File: src/rtl/step_pkg.sv
// Shared definitions for the step-pulse generator and receiver: state encoding
// and default sizing.
package step_pkg;

    localparam int STEP_SIZE    = 16;
    localparam int STEP_POS_W   = 32;
    localparam int STEP_TIMEOUT = 4000;

    typedef enum logic [1:0] {
        IDLE  = 2'd0,
        ARMED = 2'd1,
        RUN   = 2'd2,
        STALL = 2'd3
    } step_state_t;

endpackage

File: src/rtl/step_sync_edge.sv
// Brings the asynchronous step/dir lines into the clk domain and produces
// registered one-cycle rise/fall strobes plus the direction captured with them.
module step_sync_edge (
    input  logic clk,
    input  logic rst,
    input  logic step_in,
    input  logic dir_in,
    input  logic invert_pulse,
    output logic rise,
    output logic fall,
    output logic dir
);

    logic [1:0] step_sync;
    logic [1:0] dir_sync;
    logic       step_lvl;
    logic       step_prev;

    assign step_lvl = step_sync[1] ^ invert_pulse;

    always_ff @(posedge clk) begin
        if (rst) begin
            step_sync <= 2'b00;
            dir_sync  <= 2'b00;
            // Matches the level seen straight out of reset, so an idle-high
            // active-low line does not produce a phantom rise.
            step_prev <= invert_pulse;
            rise      <= 1'b0;
            fall      <= 1'b0;
            dir       <= 1'b0;
        end else begin
            step_sync <= {step_sync[0], step_in};
            dir_sync  <= {dir_sync[0], dir_in};
            step_prev <= step_lvl;
            rise      <= step_lvl & ~step_prev;
            fall      <= ~step_lvl & step_prev;
            dir       <= dir_sync[1];
        end
    end

endmodule

File: src/rtl/step_pulse_rx.sv
// Step-interface receive monitor: counts synchronised step pulses into a signed
// position and a per-run count, measures period/high width, flags done and stall.
module step_pulse_rx
    import step_pkg::*;
#(
    parameter int SIZE    = STEP_SIZE,
    parameter int POS_W   = STEP_POS_W,
    parameter int TIMEOUT = STEP_TIMEOUT
) (
    input  logic                    clk,
    input  logic                    rst,
    input  logic                    step_in,
    input  logic                    dir_in,
    input  logic                    invert_pulse,
    input  logic                    en,
    input  logic                    clr_pos,
    input  logic [SIZE-1:0]         target,
    output logic [SIZE-1:0]         period,
    output logic [SIZE-1:0]         width,
    output logic                    meas_v,
    output logic signed [POS_W-1:0] position,
    output logic [SIZE-1:0]         pulse_cnt,
    output logic                    done,
    output logic                    stall,
    output step_state_t             state
);

    localparam logic [SIZE-1:0]         CNT_MAX    = {SIZE{1'b1}};
    localparam logic [SIZE-1:0]         CNT_ONE    = SIZE'(1);
    localparam logic [SIZE-1:0]         TIMEOUT_M1 = SIZE'(TIMEOUT - 1);
    localparam logic signed [POS_W-1:0] POS_ONE    = POS_W'(1);

    step_state_t     state_next;
    logic            rise;
    logic            fall;
    logic            dir;
    logic            count_rise;
    logic [SIZE-1:0] timer;
    logic [SIZE-1:0] high_timer;

    function automatic logic [SIZE-1:0] sat_inc(input logic [SIZE-1:0] v);
        return (v == CNT_MAX) ? v : v + CNT_ONE;
    endfunction

    step_sync_edge u_sync (
        .clk          (clk),
        .rst          (rst),
        .step_in      (step_in),
        .dir_in       (dir_in),
        .invert_pulse (invert_pulse),
        .rise         (rise),
        .fall         (fall),
        .dir          (dir)
    );

    // A rise is only counted once the monitor has been armed and is still enabled.
    assign count_rise = en && rise && (state != IDLE);
    assign stall      = (state == STALL);

    always_comb begin
        state_next = state;
        case (state)
            IDLE:    if (en) state_next = ARMED;
            ARMED:   if (rise) state_next = RUN;
            RUN:     if (!rise && timer == TIMEOUT_M1) state_next = STALL;
            STALL:   if (rise) state_next = RUN;
            default: state_next = IDLE;
        endcase
        if (!en) state_next = IDLE;
    end

    always_ff @(posedge clk) begin
        if (rst) begin
            state      <= IDLE;
            period     <= '0;
            width      <= '0;
            meas_v     <= 1'b0;
            position   <= '0;
            pulse_cnt  <= '0;
            done       <= 1'b0;
            timer      <= '0;
            high_timer <= '0;
        end else begin
            state  <= state_next;
            meas_v <= 1'b0;
            done   <= (state_next != IDLE) && (target != '0) && (pulse_cnt >= target);

            if (clr_pos) begin
                position <= '0;
            end else if (count_rise) begin
                position <= dir ? position + POS_ONE : position - POS_ONE;
            end

            if (state_next == IDLE) begin
                pulse_cnt  <= '0;
                timer      <= '0;
                high_timer <= '0;
            end else begin
                case (state)
                    ARMED: begin
                        if (rise) begin
                            pulse_cnt  <= CNT_ONE;
                            timer      <= '0;
                            high_timer <= '0;
                        end
                    end
                    RUN, STALL: begin
                        if (rise) begin
                            timer      <= '0;
                            high_timer <= '0;
                            pulse_cnt  <= sat_inc(pulse_cnt);
                            // The interval that ended in a stall is not a valid period.
                            if (state == RUN) begin
                                period <= sat_inc(timer);
                                meas_v <= 1'b1;
                            end
                        end else begin
                            timer      <= sat_inc(timer);
                            high_timer <= sat_inc(high_timer);
                        end
                        if (fall && state == RUN) begin
                            width <= sat_inc(high_timer);
                        end
                    end
                    default: begin
                    end
                endcase
            end
        end
    end

endmodule

File: config.mk
export PLATFORM = sky130hd
export DESIGN_NAME = step_pulse_rx
export DESIGN_NICKNAME = d
export VERILOG_FILES = /design/src/rtl/step_pkg.sv /design/src/rtl/step_sync_edge.sv /design/src/rtl/step_pulse_rx.sv
export SDC_FILE = /design/constraint.sdc
export NUM_CORES = 1
export LEC_CHECK = 0
export CAP_MARGIN = 25
export CORE_AREA = 2 2 125 127
export CTS_CLUSTER_SIZE = 14
export DETAILED_ROUTE_END_ITERATION = 10
export DIE_AREA = 0 0 127 129
export GPL_ROUTABILITY_DRIVEN = 0
export PLACE_DENSITY = 0.8
export REMOVE_ABC_BUFFERS = 1
export SLEW_MARGIN = 20
export SYNTH_ARGS = -nofsm -noshare
export SYNTH_HDL_FRONTEND = slang
export SYNTH_SLANG_ARGS = --single-unit
File: constraint.sdc
create_clock -name clk -period 4.8 [get_ports clk]
set_input_delay 0.72 -clock clk [delete_from_list [all_inputs] [get_ports clk]]
set_output_delay 0.72 -clock clk [all_outputs]
set_load 0.02 [all_outputs]
* Word-level counts from Yosys, hierarchy flattened
Cells that the tools add are included.
Cells by class: bitwise gates (word level) 8, add/subtract/negate cells 5, muxes and demuxes 18, divide/modulo/power cells 0, multiply operators 0, eq/ne operators 10, $lt $le $gt $ge 1, reductions and logical operators 22, shift-type cells 0
Operator list (number):
- 2-to-1 mux 16 bit | 8
- case mux 16 bit (2 select lines) | 3
- adder 16 x 1 -> 16 bit, second input constant | 3
- == test 16 bit, second input constant | 3
- adder 32 x 2 -> 32 bit, second input constant | 1
- 2-to-1 mux 32 bit | 1
- subtractor 32 x 2 -> 32 bit, second input constant | 1
- == test 16 x 12 -> 1 bit, second input constant | 1
- greater-or-equal comparator 16 bit | 1
- nonzero test 16 bit | 1
- AND reduction 4 bit | 2
- OR reduction 2 bit | 4
- logical AND 1 bit | 6
- 2-to-1 mux 2 bit | 3
- case mux 2 bit (3 select lines) | 1
- nonzero test 2 bit | 3
- inverter 1 bit | 5
- == test 2 bit, second input constant | 2
- logical NOT 2 bit | 2
- != test 2 x 1 -> 1 bit, second input constant | 2
- OR reduction 4 bit | 1
- AND reduction 3 bit | 1
- bitwise AND 1 bit | 2
- == test 2 x 1 -> 1 bit, second input constant | 1
- 5 further kinds | 6
Storage, ports and cells: output and inout bits 85, memory bits (writable) 0, bits of input ports 23, bits in latches 0, register bits 124, word-level logic and storage cells 79, ROM bits 0, memories kept 0

* Logic depth before layout (Yosys ltp)
Gate-level depths: netlist of the first run.
depth after elaboration 8, gate-level depth with buffers 11, depth with buffers taken out 10

* By module
A second synthesis of the first run with hierarchy kept.
Unflattened totals: cell total of the unflattened synthesis 945, area total of the unflattened synthesis 7399.6 sq um
Modules (own cells, without submodules):
- step_pulse_rx | sequential area each 2322.2 sq um, area each 7165.6 sq um, cells an instance 927, instances 1
- step_sync_edge | sequential area each 160.2 sq um, area each 234.0 sq um, cells an instance 18, instances 1

* Least setup slack after synthesis of the first run
OpenSTA, ideal clock, no wires.
kind register -> register, from register u_sync.dir, to register position[31], library setup time 0.134 ns, required time 4.666 ns, cell stages (with the launch flop) 12, data arrival time 2.837 ns, path slack 1.829 ns, period minus slack after synthesis 2.971 ns, buffers on the path 1, cell sequence dfxtp_1 inv_1 ha_1 buf_2 a21o_1 a21o_1 a21o_1 a2111oi_0 o211ai_1 nand3b_1 nor4b_1 o211ai_1
On the way: word-level cells in the longest chain between the ends 1
RTL lines:
- from (decl) | RTL line step_sync_edge.sv:11 | output logic dir
- from (signal assigned) | RTL line step_sync_edge.sv:37 | dir <= dir_sync[1];
- 2-to-1 mux 32 bit | RTL line step_pulse_rx.sv:91 | position <= dir ? position + POS_ONE : position - POS_ONE;
- to (signal assigned) | RTL line step_pulse_rx.sv:91
- to (decl) | RTL line step_pulse_rx.sv:21 | output logic signed [POS_W-1:0] position,
No other way between the ends. A chain may end at the register's enable or synchronous reset.

* Worst setup path in the final report of the first run
from register u_sync.dir, to register position[24]
Same word-level chain as after synthesis.

==> summary.txt, run 1 <==
Worst setup path
  • CP arrival: 3520 ps
  • Crit. End Element: register
  • Crit Path Max Fanout: 19
  • Critical path startpoint category: register
  • Critical path class: register to register
  • Required @ worst endpoint: 5110 ps

STA
  • Final setup TNS: 0 ps
  • Fmax: 311.5 MHz
  • Fin crit period: 3210 ps
  • Part of the cycle the worst path needs: 0.6687
  • Max-slew headroom: 0.2856
  • Final hold vios: 0
  • RSZ-0062 raised after global routing: false
  • Actual slew at the worst max-slew pin: 1072 ps
  • Max Slew Vio Count: 0
  • Min setup slack post-route: 1590 ps
  • Worst clock skew: 6.429 ps
  • Setup Viol. Count Final: 0

Floorplan
  • Core area: 14,980 um^2
  • Die height: 129 um
  • Chip width: 127 um
  • Die area: 16,380 um^2
  • Rows: 45
  • I/O pins: 108
  • Initial core utilization: 0.4910

Power
  • Leakage power: 3.409 nW
  • Peak VDD IR: 0.2567 mV
  • Power Dens Cells: 261.2 nW/um^2

Route
  • Post-route ant nets: 0
  • Wire length per cell: 14.86 um
  • Via density: 5.679
  • DRC violations left: 0
  • First-pass DRT Iterations: 5
  • Post-Route WL: 18.25 mm
  • Via count: 6,974
  • First DRT Iteration DRCs: 481

CTS
  • Clock latency on the worst-skew pair: 430 ps
  • Clock Sinks: 124
  • Root buffer cell: clkbuf_16
  • # hold bufs at CTS: 0
  • Reg clk slew, reported paths: 60 ps
  • CTS Buffer Depth: 2
  • Number of CTS-inserted buffers: 17
  • Htree depth: 4
  • Setup Fix Bufs, Post-CTS: 0
  • TritonCTS clock tree: yes
  • Gates resized, CTS repair: 0

Place
  • Pre-CTS setup slack: 1356 ps
  • DPL Wire Length: 12.77 mm
  • Port Buf Inserts: 107
  • Post-DP Area: 8524 um^2

Finish
  • Layout cells sized above 1: 0.05096
  • Final Instance Area: 9100 um^2
  • Most common cell after layout, fill and taps aside: dfxtp_1
  • Area Overhead vs Synth: 23.75%
  • Fillers: 1,319
  • Post-layout net count: 1,100
  • Utilization after layout: 0.6076
  • Commonest cells after routing, fill and taps aside: dfxtp_1 (124), nor2_1 (118), clkdlybuf4s50_1 (106)
  • Antenna Cells: 0

Yosys
  • Cell area after synthesis: 7353 um^2
  • Cell variety after synth: 63
  • Number of synthesized register bits: 124
  • YS warnings: 0
  • Mean Syn Cell Area: 7.839 um^2
  • Sequential share of the synthesized area: 0.3376
  • Cells after Synth: 938
  • Synth Flop Type: dfxtp_1
  • EDFF count, synth: 0
  • Synth async-reset ratio: 0

GRT
  • Overflow after GRT: 0
  • Largest net degree at the start of global routing: 39
  • Vias in the first global route: 6,401
  • First-pass GRT wire length: 29.87 mm
  • Antenna violations before repair: 0
  • GRT Util Overall: 0.2203

Flow run
  • Max_cap viols: 0

Status
  • Status: complete, no violations

Worst hold path
  • HP Class: register to register
-- final cells by class --
class,instances,area (um^2),area share
inverters,30,112.6,0.01237
flip-flops and latches,124,2482,0.2728
clock inverters,9,63.81,0.007012
repair buffers,117,1152,0.1266
multi-input cells,737,4576,0.5028
clock buffers,23,478.0,0.05252
well taps,188,235.2,0.02585
-- flip-flops by register name, indices dropped and copies added, names as in the netlist, 16 cells and up --
signal      count
high_timer     16
period         16
position       32
pulse_cnt      16
timer          16
width          16
-- worst paths after layout --
check / start / to / slack [ps] / cells after the start
max: u_sync.dir / position[24] / 1590 / 11
min: u_sync.step_prev / u_sync.rise / 410 / 1
min reg2reg: u_sync.step_prev / u_sync.rise / 410 / 1
max reg2reg: u_sync.dir / position[24] / 1590 / 11
-- critical path, stage by stage, from the launching register on --
cell,delay [ps]
dfxtp_1,370
inv_1,260
buf_8,260
ha_1,390
nand2_1,80
o21ai_0,280
a31oi_1,200
a21oi_1,280
o21ai_1,190
o31ai_1,310
mux2i_1,120
a311o_1,320
-- power breakdown --
part | switching (mW) | total (mW) | leakage [nW] | internal [mW]
logic | 0.0944 | 0.163 | 2.15 | 0.0691
registers | 0.00521 | 1.04 | 1.00 | 1.04
clock network | 0.474 | 1.17 | 0.260 | 0.699
total | 0.573 | 2.38 | 3.41 | 1.80
-- synth_stat cells (4+ instances only) --
cell type / count / area, um^2
dfxtp_1: 124 / 2482
nor2_1: 119 / 446.7
nand2_1: 103 / 386.6
a21oi_1: 79 / 395.4
ha_1: 49 / 613.1
clkbuf_1: 41 / 153.9
nand3_1: 35 / 175.2
o21ai_0: 31 / 155.2
xnor2_1: 31 / 271.5
inv_1: 30 / 112.6
a211oi_1: 27 / 202.7
nor3_1: 27 / 135.1
xor2_1: 24 / 210.2
a21o_1: 22 / 165.2
nand2b_1: 14 / 87.58
a22oi_1: 12 / 90.09
and3_1: 12 / 75.07
nand4_1: 12 / 75.07
o211ai_1: 12 / 90.09
or3_1: 11 / 68.82
nor4_1: 10 / 62.56
o21ai_1: 10 / 50.05
nor2b_1: 9 / 56.30
and2_1: 7 / 43.79
o31ai_1: 7 / 52.55
mux2i_1: 6 / 60.06
a311oi_1: 5 / 43.79
a31oi_1: 5 / 31.28
and4_1: 5 / 43.79
or4_1: 5 / 37.54
buf_2: 4 / 20.02
o21a_1: 4 / 30.03
-- routing by layer --
metal / up-vias / share of wire / global-route usage / wire [um]
li1: 3545 / - / - / -
met1: 3233 / 0.45 / 0.2722 / 8260
met2: 166 / 0.48 / 0.3792 / 8796
met3: 30 / 0.045 / 0.04615 / 817
met4: 0 / 0.020 / 0.08468 / 374
met5: - / 0 / 0 / 0
-- metrics by stage --
step	total power, mW	hold slack [ps]	instances
after detailed placement	1.222	410.9	1193
final	2.377	414.5	1228
after global routing	2.455	435.0	1228
after global placement	1.219	394.5	1193
after floorplan	1.163	388.0	891
after CTS	2.395	419.8	1225
-- kinds of logic after synthesis --
| logic type | after synthesis | synth area share |
|---|---|---|
| compound gates | 237 | 0.2069 |
| simple gates | 388 | 0.2537 |
| fa+ha+maj | 50 | 0.08610 |
| buf+inv | 77 | 0.04050 |
| xor+xnor | 55 | 0.06551 |
| mux | 7 | 0.009699 |
| flops | 124 | 0.3376 |
Power figures use the tool's default switching activity.
==> run 2: changes to the inputs <==
PLACE_DENSITY = 0.83   (was 0.8)
clock period = 2.95 ns   (was 4.8 ns; I/O delays follow)
==> run 2 against run 1 <==
  * Sequential share of layout area decreased by 0.91 points
  * Sequential cell count unchanged
  * Cell count increased by 1.2%
  * Via count increased by 2.9%
  * Power increased by 76%
  * Design area increased by 3.5%
  * Combinational power increased by 78%
  * Critical endpoint is now position[25]
  * Largest cell class unchanged
==> summary.txt, run 2 (same netlist as run 1, synthesis figures left out) <==
GRT
  • Vias in the first global route: 6,636 (+3.7%)
  • GRT Util Overall: 0.2322 (+0.01189)
  • Overflow after GRT: 0 (unchanged)
  • Antenna violations before repair: 0 (unchanged)
  • First-pass GRT wire length: 31.34 mm (+4.9%)
  • Largest net degree at the start of global routing: 39 (unchanged)

Worst setup path
  • Worst R2R Start: u_sync.dir
  • Critical path class: register to register
  • R2r setup slk: 10 ps (-1580 ps)
  • Worst Reg-to-Reg Cells: 11 (unchanged)
  • Crit Path Max Fanout: 10 (-9)
  • Critical path startpoint category: register
  • Crit. End Element: register
  • Worst r2r dst: position[25]
  • Required @ worst endpoint: 3300 ps (-1810 ps)
  • CP arrival: 3280 ps (-240 ps)

Power
  • Sequential Power Share: 0.404 (-0.034)
  • Peak VDD IR: 0.3679 mV (+43%)
  • Clk pwr share: 0.527 (+0.034)
  • Logic pwr share: 0.069 (about the same)
  • Int Power: 3.236 mW (+79%)
  • Leakage power: 3.559 nW (+4.4%)
  • NetSw: 0.9535 mW (+66%)
  • Total power: 4.190 mW (+76%)
  • Sw Share: 0.2276 (-0.01353)
  • Power Dens Cells: 444.8 nW/um^2 (+70%)

Floorplan
  • Initial core utilization: 0.4910 (unchanged)
  • Core area: 14,980 um^2 (unchanged)
  • Rows: 45 (unchanged)
  • Die height: 129 um (unchanged)
  • Chip width: 127 um (unchanged)
  • Die area: 16,380 um^2 (unchanged)
  • I/O pins: 108 (unchanged)

Finish
  • Antenna Cells: 0 (unchanged)
  • Area of the multi-input gates: 4682 um^2 (+2.3%)
  • Commonest cells after routing, fill and taps aside: dfxtp_1 (123), nor2_1 (118), clkdlybuf4s50_1 (106)
  • Area occupied by registers: 2484 um^2 (about the same)
  • Fillers: 1,269 (-3.8%)
  • Layout cells sized above 1: 0.09005 (+0.03909)
  • Area Overhead vs Synth: 28.09%
  • Post-layout net count: 1,115 (+1.4%)
  • Final Instance Area: 9419 um^2 (+3.5%)
  • Biggest register: position
  • Final Non-Filler Cells: 1,243 (+1.2%)
  • Largest register FFs: 32 (unchanged)
  • Most common cell after layout, fill and taps aside: dfxtp_1

Route
  • Post-Route WL: 19.27 mm (+5.6%)
  • Post-route ant nets: 0 (unchanged)
  • Via count: 7,175 (+2.9%)
  • Via density: 5.772 (+1.6%)
  • Wire length per cell: 15.50 um (+4.3%)
  • First-pass DRT Iterations: 5 (unchanged)
  • First DRT Iteration DRCs: 621 (+29%)
  • DRC violations left: 0 (unchanged)

CTS
  • Clock latency on the worst-skew pair: 430 ps (about the same)
  • Reg clk slew, reported paths: 60 ps (about the same)
  • Htree depth: 4 (unchanged)
  • TritonCTS clock tree: yes
  • Number of CTS-inserted buffers: 17 (unchanged)
  • Clock Sinks: 124 (unchanged)
  • # hold bufs at CTS: 0 (unchanged)
  • CTS Buffer Depth: 2 (unchanged)
  • Root buffer cell: clkbuf_16

STA
  • Max-slew headroom: 0.3240 (+0.03841)
  • Fin crit period: 2936 ps (-273.8 ps)
  • Setup Viol. Count Final: 0 (unchanged)
  • Actual slew at the worst max-slew pin: 1014 ps (-57.62 ps)
  • Worst clock skew: 9.955 ps (+3.525 ps)
  • Fmax: 340.6 MHz (+9.3%)
  • Part of the cycle the worst path needs: 0.9953 (+0.3266)
  • Max Slew Vio Count: 0 (unchanged)
  • Final hold vios: 0 (unchanged)

Flow run
  • Max_cap viols: 0 (unchanged)

Worst hold path
  • HP Class: input pin to register
  • Hold Crit Start: rst
  • Endpoint, Worst Hold: u_sync.dir_sync[1]
  • Hold depth: 2 (+1)

Status
  • Status: complete, no violations

Place
  • DPL Wire Length: 13.39 mm (+4.9%)
  • Post-DP Area: 8642 um^2 (+1.4%)
  • Cells after DPL: 1,207 (+1.2%)
  • Port Buf Inserts: 107 (unchanged)
==> run 2: cell types whose count changed in the layout (fill, tap and decap cells not counted), moves of 3 or more <==
cell       previous run  this run
a21oi_1              79        76
buf_4                 8        24
bufinv_16             0         3
ha_2                  0         4
clkbuf_1              3         0
a21oi_2               1         4
ha_1                 49        45
o21ai_2               0         4
==> run 2: stage by stage <==
| stage | setup slack [ps] | TNS [ps] | util | hold slack, ps |
|---|---|---|---|---|
| after floorplan | 32.32 | 0 | - | 388.0 |
| after global placement | 137.9 | 0 | 0.5770 | 392.1 |
| after detailed placement | 26.79 | 0 | 0.5770 | 427.7 |
| after CTS | 26.99 | 0 | 0.6195 | 378.6 |
| after global routing | -103.5 | -275.2 | 0.6289 | 407.7 |
| final | 13.91 | 0 | 0.6289 | 397.3 |
==> run 2: worst max path at each step <==
stage,from,to,slack (ps),cells past startpoint
2_1_floorplan,u_sync.dir,position[31],30,10
3_3_place_gp,u_sync.dir,position[29],140,10
3_5_place_dp,u_sync.dir,position[31],30,11
4_1_cts,u_sync.dir,position[31],30,11
5_1_grt,u_sync.dir,position[25],-100,11
6_report,u_sync.dir,position[25],10,11
==> run 2: worst max-delay path: stages (launching register included) <==
cell	delay [ps]
dfxtp_2	360
clkinvlp_4	190
buf_12	190
ha_2	320
a2111oi_2	410
o21ai_1	200
a311oi_2	360
o21ai_2	150
a41oi_2	280
xnor2_1	150
nand2_1	70
a21oi_1	170
==> run 2: metal layers <==
layer / track usage / up-vias / routed length [um]
li1: - / 3570 / -
met1: 0.2925 / 3343 / 8470
met2: 0.3934 / 223 / 9329
met3: 0.04906 / 39 / 1094
met4: 0.08727 / 0 / 371
met5: 0 / - / 0
==> run 2: repair_timing <==
action,4_1_cts,5_1_grt
setup endpoints to repair,1,10
setup buffers,0,4
gates resized for setup,1,27
hold endpoints to repair,0,0
pin swaps,0,9
==> run 2: cell type report <==
| class | count | area share |
|---|---|---|
| inverters | 30 | 0.01235 |
| flip-flops and latches | 124 | 0.2637 |
| repair buffers | 132 | 0.1344 |
| clock buffers | 21 | 0.05101 |
| well taps | 188 | 0.02497 |
| clock inverters | 11 | 0.01647 |
| multi-input cells | 737 | 0.4971 |
==> run 2: power by group through the flow <==
stage / Combinational [mW] / Clock, mW / Sequential (mW)
3_5_place_dp: 0.268 / 0 / 1.73
3_3_place_gp: 0.264 / 0 / 1.73
2_1_floorplan: 0.160 / 0 / 1.73
6_report: 0.290 / 2.21 / 1.69
5_1_grt: 0.319 / 2.31 / 1.69
4_1_cts: 0.271 / 2.24 / 1.69
==> run 3: changes to the inputs <==
--- a/config.mk
+++ b/config.mk
@@ -9,2 +9,3 @@
 export CORE_AREA = 2 2 125 127
+export CTS_BUF_LIST = sky130_fd_sc_hd__clkbuf_2
 export CTS_CLUSTER_SIZE = 14
@@ -13,2 +14,3 @@
 export GPL_ROUTABILITY_DRIVEN = 0
+export GPL_TIMING_DRIVEN = 0
 export PLACE_DENSITY = 0.83
--- a/constraint.sdc
+++ b/constraint.sdc
@@ -3,2 +3,2 @@
 set_output_delay 0.4425 -clock clk [all_outputs]
-set_load 0.02 [all_outputs]
+set_load 0.01 [all_outputs]
==> run 3 against run 2 <==
  * Power fell by 21%
  * Fmax rose by 3.8%
  * Combinational power fell by 3%
  * Via count fell by 2.9%
  * Critical path depth did not move
  * Sequential cell count did not move
  * Global-route usage fell by 1.7 points
  * Cell count fell by 1.1%
  * Critical endpoint is now position[29]
==> summary.txt, run 3 (same netlist as run 1, synthesis figures left out) <==
Worst setup path
  • Worst R2R Start: u_sync.dir
  • Critical path startpoint category: register
  • Worst r2r dst: position[29]
  • Crit. End Element: register
  • R2r setup slk: 120 ps (+110 ps)
  • Critical path class: register to register
  • Worst Reg-to-Reg Cells: 11 (unchanged)
  • CP arrival: 3420 ps (+140 ps)
  • Required @ worst endpoint: 3540 ps (+240 ps)
  • Setup crit start: u_sync.dir
  • Crit Path Max Fanout: 15 (+5)

Floorplan
  • I/O pins: 108 (unchanged)
  • Die height: 129 um (unchanged)
  • Core area: 14,980 um^2 (unchanged)
  • Die area: 16,380 um^2 (unchanged)
  • Rows: 45 (unchanged)
  • Initial core utilization: 0.4910 (unchanged)
  • Chip width: 127 um (unchanged)

Power
  • NetSw: 0.8429 mW (-12%)
  • Leakage power: 3.353 nW (-5.8%)
  • Total power: 3.302 mW (-21%)
  • Power Dens Cells: 366.9 nW/um^2 (-18%)
  • Sequential Power Share: 0.513 (+0.109)
  • Sw Share: 0.2553 (+0.02771)
  • Peak VDD IR: 0.4009 mV (+9.0%)
  • Clk pwr share: 0.401 (-0.126)
  • Int Power: 2.459 mW (-24%)
  • Logic pwr share: 0.085 (+0.016)

CTS
  • # hold bufs at CTS: 0 (unchanged)
  • CTS Buffer Depth: 2 (unchanged)
  • Reg clk slew, reported paths: 180 ps (+120 ps)
  • TritonCTS clock tree: yes
  • Clock latency on the worst-skew pair: 700 ps (+270 ps)
  • Htree depth: 4 (unchanged)
  • Clock Sinks: 124 (unchanged)
  • Number of CTS-inserted buffers: 17 (unchanged)
  • Root buffer cell: clkbuf_2

STA
  • Setup Viol. Count Final: 0 (unchanged)
  • Worst clock skew: 31.00 ps (+21.04 ps)
  • Final hold vios: 0 (unchanged)
  • Max-slew headroom: 0.2979 (-0.02618)
  • Actual slew at the worst max-slew pin: 1053 ps (+39.27 ps)
  • Fmax: 353.6 MHz (+3.8%)
  • Part of the cycle the worst path needs: 0.9586 (-0.03667)
  • Max Slew Vio Count: 0 (unchanged)
  • Fin crit period: 2828 ps (-108.2 ps)

Finish
  • Largest register FFs: 32 (unchanged)
  • Post-layout net count: 1,101 (-1.3%)
  • Utilization after layout: 0.6008 (-0.02807)
  • Area Overhead vs Synth: 22.38%
  • Layout cells sized above 1: 0.07685 (-0.01320)
  • Commonest cells after routing, fill and taps aside: dfxtp_1 (123), nor2_1 (118), clkdlybuf4s50_1 (106)
  • Biggest register: position
  • Most common cell after layout, fill and taps aside: dfxtp_1
  • Antenna Cells: 0 (unchanged)

GRT
  • Overflow after GRT: 0 (unchanged)
  • Vias in the first global route: 6,382 (-3.8%)
  • First-pass GRT wire length: 29.14 mm (-7.0%)
  • Largest net degree at the start of global routing: 39 (unchanged)
  • GRT Util Overall: 0.2149 (-0.01731)
  • Antenna violations before repair: 0 (unchanged)

Route
  • Via density: 5.669 (-1.8%)
  • Via count: 6,967 (-2.9%)
  • First-pass DRT Iterations: 6 (+1)
  • Post-route ant nets: 0 (unchanged)
  • Wire length per cell: 14.64 um (-5.6%)
  • Post-Route WL: 17.99 mm (-6.6%)
  • DRC violations left: 0 (unchanged)
  • First DRT Iteration DRCs: 549 (-12%)

Worst hold path
  • HP Class: input pin to register
  • Hold depth: 2 (unchanged)
  • Endpoint, Worst Hold: u_sync.dir
  • Hold Crit Start: rst

Place
  • DPL Wire Length: 12.41 mm (-7.3%)
  • Port Buf Inserts: 107 (unchanged)

Flow run
  • Max_cap viols: 0 (unchanged)

Status
  • Status: complete, no violations
run 3: cell count changes in the layout (fill, tap and decap cells not counted), sizes merged:
cell,delta
buf,-14
bufinv,+2
clkinvlp,+2
clkbuf,-3
clkinv,-1
run 3: repair_timing:
item | in CTS | in global routing
setup endpoints to repair | 14 | 10
resized for setup | 5 | 21
pin swaps | 2 | 5
setup buffers | 2 | 5
run 3: power by group through the flow:
stage,registers (mW),clock network (mW),logic (mW)
floorplan,1.73,0,0.160
CTS,1.70,1.36,0.262
detailed placement,1.73,0,0.258
finish,1.69,1.33,0.282
global placement,1.73,0,0.247
global route,1.70,1.44,0.309
run 3: per-stage QoR:
stage               hold slack [ps]  std cells  instance area, um^2  worst slack, ps  setup TNS, ps
detailed placement            414.0       1188                 8527           -387.3          -2858
floorplan                     388.0        891                 7168            32.32              0
global route                  93.87       1229                 8999           -19.93         -38.41
finish                        170.5       1229                 8999            122.1              0
global placement              393.5       1186                 8474           -735.1         -31620
CTS                           97.48       1222                 8861           -21.78         -21.78
run 3: layout make-up:
class                           instances  area [um^2]
Sequential cell                       124         2486
Fill cell                            1344         5978
Clock buffer                           18        90.09
Timing Repair Buffer                  118         1176
Tap cell                              188        235.2
Inverter                               30        116.4
Clock inverter                         14        216.5
Multi-Input combinational cell        737         4678
run 3: worst max-delay path, stage by stage, from the launching register on:
cell        delay (ps)
dfxtp_4            400
clkinvlp_4         120
buf_8              180
ha_1               370
nand2_1            120
nor4_2             320
a22oi_2            160
buf_4              170
o21ai_2            230
a41oi_2            220
o31ai_2            300
o211ai_1           140
run 3: how the worst max path moves through the flow:
stage | to | slack, ps
finish | position[29] | 120
detailed placement | position[31] | -390
global route | position[25] | -20
floorplan | position[31] | 30
CTS | position[31] | -20
global placement | position[31] | -740
run 3: per-layer routing:
layer / share of wire / vias up / track usage / wire length (um)
met5: 0 / - / 0 / 0
met4: 0.013 / 0 / 0.08080 / 232
met3: 0.046 / 20 / 0.04033 / 836
met2: 0.48 / 182 / 0.3675 / 8693
met1: 0.46 / 3220 / 0.2710 / 8224
li1: - / 3545 / - / -
